File: config.mk
export PLATFORM = sky130hd
export DESIGN_NAME = controle_multiciclo
export DESIGN_NICKNAME = d
export VERILOG_FILES = /design/src/rtl/controle_multiciclo.sv
export SDC_FILE = /design/constraint.sdc
export NUM_CORES = 1
export LEC_CHECK = 0
export CAP_MARGIN = 5
export CELL_PAD_IN_SITES_DETAIL_PLACEMENT = 1
export CELL_PAD_IN_SITES_GLOBAL_PLACEMENT = 2
export CORE_AREA = 4 4 65 67
export DETAILED_ROUTE_END_ITERATION = 16
export DIE_AREA = 0 0 69 71
export GPL_ROUTABILITY_DRIVEN = 0
export MAX_ROUTING_LAYER = met4
export PLACE_DENSITY_LB_ADDON = 0.1
export SLEW_MARGIN = 15
export SYNTH_ARGS = -nofsm -noshare
export SYNTH_HDL_FRONTEND = slang
export SYNTH_SLANG_ARGS = --single-unit
File: constraint.sdc
create_clock -name clock -period 1.48 [get_ports clock]
set_input_delay 0.222 -clock clock [delete_from_list [all_inputs] [get_ports clock]]
set_output_delay 0.222 -clock clock [all_outputs]
set_load 0.1 [all_outputs]
File: src/rtl/controle_multiciclo.sv
// Multicycle RISC-V control unit: Moore FSM sequencing fetch/decode/execute,
// with combinational branch PC enable and ALU operation decode.
module controle_multiciclo (
  input  logic       clock,
  input  logic       reset,
  input  logic [6:0] opcode,
  input  logic [2:0] funct3,
  input  logic       funct7_5,
  input  logic       zero,
  output logic       pc_escreve,
  output logic       adr_src,
  output logic       mem_escreve,
  output logic       ir_escreve,
  output logic [1:0] result_src,
  output logic [1:0] alu_src_a,
  output logic [1:0] alu_src_b,
  output logic [2:0] alu_controle,
  output logic       reg_escreve,
  output logic [3:0] estado
);

  localparam logic [6:0] OP_LW   = 7'b0000011;
  localparam logic [6:0] OP_SW   = 7'b0100011;
  localparam logic [6:0] OP_R    = 7'b0110011;
  localparam logic [6:0] OP_I    = 7'b0010011;
  localparam logic [6:0] OP_JAL  = 7'b1101111;
  localparam logic [6:0] OP_BEQ  = 7'b1100011;

  typedef enum logic [3:0] {
    S_FETCH    = 4'd0,
    S_DECODE   = 4'd1,
    S_MEMADR   = 4'd2,
    S_MEMREAD  = 4'd3,
    S_MEMWB    = 4'd4,
    S_MEMWRITE = 4'd5,
    S_EXECR    = 4'd6,
    S_ALUWB    = 4'd7,
    S_EXECI    = 4'd8,
    S_JAL      = 4'd9,
    S_BEQ      = 4'd10
  } state_e;

  state_e     state_q, state_d;
  logic [1:0] aluop;
  logic       pc_update, branch;
  logic       ir_raw, mem_raw, reg_raw;

  always_ff @(posedge clock or posedge reset) begin
    if (reset) state_q <= S_FETCH;
    else       state_q <= state_d;
  end

  always_comb begin
    state_d = S_FETCH;
    case (state_q)
      S_FETCH:  state_d = S_DECODE;
      S_DECODE: begin
        case (opcode)
          OP_LW, OP_SW: state_d = S_MEMADR;
          OP_R:         state_d = S_EXECR;
          OP_I:         state_d = S_EXECI;
          OP_JAL:       state_d = S_JAL;
          OP_BEQ:       state_d = S_BEQ;
          default:      state_d = S_FETCH;
        endcase
      end
      S_MEMADR:   state_d = (opcode == OP_LW) ? S_MEMREAD : S_MEMWRITE;
      S_MEMREAD:  state_d = S_MEMWB;
      S_EXECR:    state_d = S_ALUWB;
      S_EXECI:    state_d = S_ALUWB;
      S_JAL:      state_d = S_ALUWB;
      default:    state_d = S_FETCH;
    endcase
  end

  always_comb begin
    adr_src    = 1'b0;
    ir_raw     = 1'b0;
    mem_raw    = 1'b0;
    reg_raw    = 1'b0;
    result_src = 2'b00;
    alu_src_a  = 2'b00;
    alu_src_b  = 2'b00;
    aluop      = 2'b00;
    pc_update  = 1'b0;
    branch     = 1'b0;
    case (state_q)
      S_FETCH: begin
        ir_raw     = 1'b1;
        alu_src_b  = 2'b10;
        result_src = 2'b10;
        pc_update  = 1'b1;
      end
      S_DECODE: begin
        alu_src_a = 2'b01;
        alu_src_b = 2'b01;
      end
      S_MEMADR: begin
        alu_src_a = 2'b10;
        alu_src_b = 2'b01;
      end
      S_MEMREAD:  adr_src = 1'b1;
      S_MEMWB: begin
        result_src = 2'b01;
        reg_raw    = 1'b1;
      end
      S_MEMWRITE: begin
        adr_src = 1'b1;
        mem_raw = 1'b1;
      end
      S_EXECR: begin
        alu_src_a = 2'b10;
        aluop     = 2'b10;
      end
      S_ALUWB:    reg_raw = 1'b1;
      S_EXECI: begin
        alu_src_a = 2'b10;
        alu_src_b = 2'b01;
        aluop     = 2'b10;
      end
      S_JAL: begin
        alu_src_a = 2'b01;
        alu_src_b = 2'b10;
        pc_update = 1'b1;
      end
      S_BEQ: begin
        alu_src_a = 2'b10;
        aluop     = 2'b01;
        branch    = 1'b1;
      end
      default: ;
    endcase
  end

  // Subtract only for R-type with funct7[5]; I-type funct7 bits are immediate.
  always_comb begin
    alu_controle = 3'b000;
    case (aluop)
      2'b01: alu_controle = 3'b001;
      2'b10: begin
        case (funct3)
          3'b000:  alu_controle = (opcode[5] & funct7_5) ? 3'b001 : 3'b000;
          3'b010:  alu_controle = 3'b101;
          3'b110:  alu_controle = 3'b011;
          3'b111:  alu_controle = 3'b010;
          default: alu_controle = 3'b000;
        endcase
      end
      default: alu_controle = 3'b000;
    endcase
  end

  // Reset holds state at FETCH, so write enables are masked while it is high.
  assign pc_escreve  = ~reset & (pc_update | (branch & zero));
  assign ir_escreve  = ~reset & ir_raw;
  assign mem_escreve = ~reset & mem_raw;
  assign reg_escreve = ~reset & reg_raw;
  assign estado      = state_q;

endmodule

# Word level (Yosys, flattened, before mapping)
# Index checks and enable logic that the tools add are counted.
[word_totals] latch_bits=0 memories=0 mem_bits_rw=0 elab_cells=57 in_bits=14 output_inout_bits=18 reg_bits=4 mem_bits_ro=0
[op_classes] magnitude_cmp=0 n_reduce_logical=11 bitwise=8 n_mux=16 n_addsub=0 shifts=0 n_div=0 mul=0 eq_ne=21
[op_table] cell="$pmux 4 s5" count=2
[op_table] cell="$eq 4x3->1 const B" count=4
[op_table] cell="$pmux 2 s2" count=4
[op_table] cell="$eq 7x6->1 const B" count=2
[op_table] cell="$eq 7x7->1 const B" count=2
[op_table] cell="$eq 4x4->1 const B" count=3
[op_table] cell="$pmux 3 s4" count=1
[op_table] cell="$reduce_or 2->1" count=6
[op_table] cell="$eq 4x2->1 const B" count=2
[op_table] cell="$eq 7x2->1 const B" count=1
[op_table] cell="$eq 7x5->1 const B" count=1
[op_table] cell="$mux 1" count=7
[op_table] cell="$and 1x1->1" count=6
[op_table] cell="$eq 3x3->1 const B" count=2
[op_table] cell="$pmux 3 s2" count=1
[op_table] cell="$reduce_or 3->1" count=2
[op_table] cell="$eq 4x1->1 const B" count=1
[op_table] cell="$logic_not 4->1" count=1
[op_table] cell="$reduce_or 4->1" count=1
[op_table] cell="$eq 3x2->1 const B" count=1
[op_table] cell="$logic_not 3->1" count=1
[op_table] cell="$mux 3" count=1
[op_table] cell="$eq 2x1->1 const B" count=1
[op_table] cell="$eq 2x2->1 const B" count=1
[op_table] cell="other kinds (2)" count=2

# Longest topological paths before layout
[depth] word_depth=5 depth_mapped=8

# Worst setup path before layout
# Ideal clock, no wire load.
[synth_path] path_type="register to output" startpoint="register state_q[1], in the netlist estado[1]" endpoint="output alu_controle[1]" setup_slack_ps=-2797 arrival_time_ps=4055 stages_incl_launch_ff=7 t_required_ps=1258 cell_sequence="dfrtp_1 -> buf_6 -> buf_6 -> nand3b_1 -> a21o_1 -> ha_1 -> nor3b_1"
[synth_via] elab_chain_len=5 elab_cells_between_ends=8 cone_classes="eq/ne: 5; mux: 2; reduce/logical: 1"
[synth_rtl] element="start, declared" line_no="43" rtl="state_e state_q, state_d;"
[synth_rtl] element="start signal, assigned" line_no="50" rtl="else state_q <= state_d;"
[synth_rtl] element="$eq 4x4->1 / $eq 4x3->1 (equally long branches)" line_no="87" rtl="case (state_q)"
[synth_rtl] element="$reduce_or 2->1 (no line)"
[synth_rtl] element="$pmux 2 s2 *" line_no="87"
[synth_rtl] element="$eq 2x2->1 / $eq 2x1->1 (equally long branches)" line_no="138" rtl="case (aluop)"
[synth_rtl] element="$pmux 3 s2 *" line_no="138"
[synth_rtl] element="end, declared" line_no="17" rtl="output logic [2:0] alu_controle,"
# Every way passes the cells marked *; elsewhere a longest branch is shown, timed or not.

# Worst setup path after layout
[layout_path] startpoint="register state_q[2], in the netlist estado[2]" endpoint="output alu_controle[1]"
# Same word-level chain as after synthesis.

==> results.json <==
{
  "drcViolationCount": 0,
  "min_period_ns": 2.08,
  "fp.dieH_um": 71,
  "ir_drop_v": 0.000633,
  "hold_buffers": 0,
  "grt_pass1_vias": 918,
  "yosys_most_used_dff": "dfrtp_1",
  "ant_nets": 0,
  "core_um2": 3630,
  "timing.rr.start": "estado[1]",
  "grt_usage": 0.119,
  "drive_gt1_frac": 0.676,
  "ctsHtreeMaxLevel": 1,
  "layoutNonFillerInstCount": 187,
  "nFillCells": 406,
  "finClkSkew_ns": 0.00227,
  "yosys.area_share.simple": 0.449,
  "synth_top_family_by_area": "simple AND/OR/NAND/NOR gates",
  "fp-row-count": 22,
  "run_status": "complete, but fails checks",
  "via_per_inst": 4.39,
  "drtIter0Drc": 9,
  "required_ns": 1.26,
  "timing.final.ws_setup_ns": -0.599,
  "worstSkewPairLatency_ns": 0.22,
  "synth_edf_count": 0,
  "cts.clk_slew.worst_paths_ns": 0.03,
  "via_count": 821,
  "finalHoldViolations": 0,
  "utilization": 0.462,
  "wl_mm": 2.58,
  "synth_cells": 79,
  "syn2layout_area_growth_pct": 165,
  "start_util": 0.174,
  "largest_reg_flops": 4,
  "drv_slew": 0,
  "slew_headroom": 0.829,
  "reg2reg_depth": 6,
  "p_per_area_nw_per_um2": 1440,
  "grt_overflow_total": 0,
  "syn_avg_cell_area_um2": 8.01,
  "layout_common_cells": "buf_4 (26), buf_12 (19), clkdlybuf4s50_1 (13)",
  "die_area_um2": 4900,
  "dp.cells": 171,
  "first_pass_iters": 4,
  "clock-sinks": 4,
  "final_common_cell": "buf_4",
  "muxShareOfSynthArea": 0,
  "violations": "negative setup slack",
  "yosys_register_bits": 4,
  "synth_area_um2": 633,
  "fp.dieW_um": 69,
  "synth_xor_area_frac": 0.0553,
  "synth-compound-area-share": 0.166,
  "synth_fa_ha_area_frac": 0.0395,
  "end_kind": "primary output",
  "fmax_ghz": 0.481,
  "startpoint_type": "register",
  "cts.path.max_buffers": 2,
  "rsz0062_at_grt": "true",
  "grt_pass1_wl_mm": 4.53,
  "antenna_found_initial": 0,
  "p_leak_nw": 0.659,
  "synth.net_count": 95,
  "io-pin-count": 32,
  "dp.final_hpwl_mm": 2.03,
  "synth_warnings": 0,
  "reg2reg_to": "estado[1]",
  "worst_slew_pin_slew_ns": 0.254,
  "cts_tree": "yes",
  "ys_seq_area_frac": 0.158,
  "ys_async_sr_fraction": 1.00,
  "hp-class": "in2async",
  "cp_max_fo": 4,
  "grt_start_max_net_pins": 13,
  "cts_root_buf": "clkbuf_8",
  "finalNetCount": 157,
  "cp.arrival_ns": 1.86,
  "synth_cell_types": 39,
  "setup_viol_count_final": 17,
  "numPortBuffers": 31,
  "drt-wirelength-per-cell_um": 13.8,
  "cts_buffers": 3,
  "antenna_cells": 0,
  "rrSetupSlack_ns": -0.02,
  "crit_type": "reg2out",
  "drv_cap": 0,
  "fin_crit_sh": 1.40
}
-- timing repair --
item,CTS,global route
pin swaps,9,7
setup buffers,6,9
endpoints found under the setup margin,15,17
resized for setup,21,9
-- logic make-up after synthesis --
kind of cell,count (synthesis)
simple gates,40
compound gates,18
buf+inv,11
xor+xnor,4
flops,4
fa+ha+maj,2
-- metrics by stage --
| stage | total power, W | TNS [ns] | hold slack, ns | instance area [um2] | setup slack (ns) |
|---|---|---|---|---|---|
| after floorplan | 0.00137 | -10.75 | 0.0129 | 808 | -1.02 |
| after global placement | 0.00202 | -1.74 | 0.694 | 1430 | -0.376 |
| after detailed placement | 0.00203 | -2.17 | 0.702 | 1430 | -0.495 |
| after CTS | 0.00242 | -4.94 | 0.473 | 1590 | -0.605 |
| after global routing | 0.00254 | -6.26 | 0.497 | 1680 | -0.722 |
| final | 0.00242 | -5.03 | 0.474 | 1680 | -0.599 |
-- Yosys cell counts (2+ instances only) --
master    number  area share
nor2_1         6       0.036
a21oi_1        5       0.040
buf_6          5       0.089
nand2_1        5       0.030
nor3_1         5       0.040
o21ai_0        5       0.040
dfrtp_1        4        0.16
and3b_1        3       0.042
inv_1          3       0.018
nor3b_1        3       0.036
xor2_1         3       0.042
and3_1         2       0.020
ha_1           2       0.040
nand3b_1       2       0.024
o21ai_1        2       0.016
-- worst max-delay path, cell delays in order (launching register included) --
cell and delay, ns:
dfrtp_4 0.50, nor2_4 0.14, nand2_2 0.08, a21oi_2 0.13, ha_2 0.20, buf_6 0.10
nand2_4 0.05, nor3b_4 0.21, buf_12 0.20
-- area by class of cell --
cell class	instances	area, um2	share of cell area
tap	48	60.1	0.0357
timing repair buffer	64	777	0.462
sequential	4	115	0.0685
multi-input combinational	64	669	0.398
clock buffer	3	41.3	0.0246
inverter	4	17.5	0.0104
-- routing by layer --
| metal | vias to the layer above | GRT usage | wire [um] |
|---|---|---|---|
| met5 | - | - | 0 |
| met4 | 0 | 0.0521 | 45 |
| met3 | 4 | 0.0270 | 93 |
| met2 | 25 | 0.213 | 1500 |
| met1 | 389 | 0.125 | 942 |
| li1 | 403 | - | - |
-- report_power, final --
part / switching [W] / leakage (nW) / internal (W)
Sequential: 0.0000430 / 0.0467 / 0.000140
Clock: 0.0000585 / 0.0216 / 0.000174
Combinational: 0.00118 / 0.591 / 0.000823
Total: 0.00129 / 0.659 / 0.00114
-- how the worst max path moves through the flow --
stage / from / end / slack [ns] / cells past startpoint
2_1_floorplan: estado[1] / alu_controle[1] / -1.02 / 7
3_3_place_gp: estado[1] / alu_controle[0] / -0.38 / 8
3_5_place_dp: estado[1] / alu_controle[0] / -0.49 / 8
4_1_cts: estado[3] / alu_controle[1] / -0.61 / 7
5_1_grt: estado[2] / alu_controle[0] / -0.72 / 8
6_report: estado[2] / alu_controle[1] / -0.60 / 8
No activity file was read; power rests on OpenSTA's default activity.
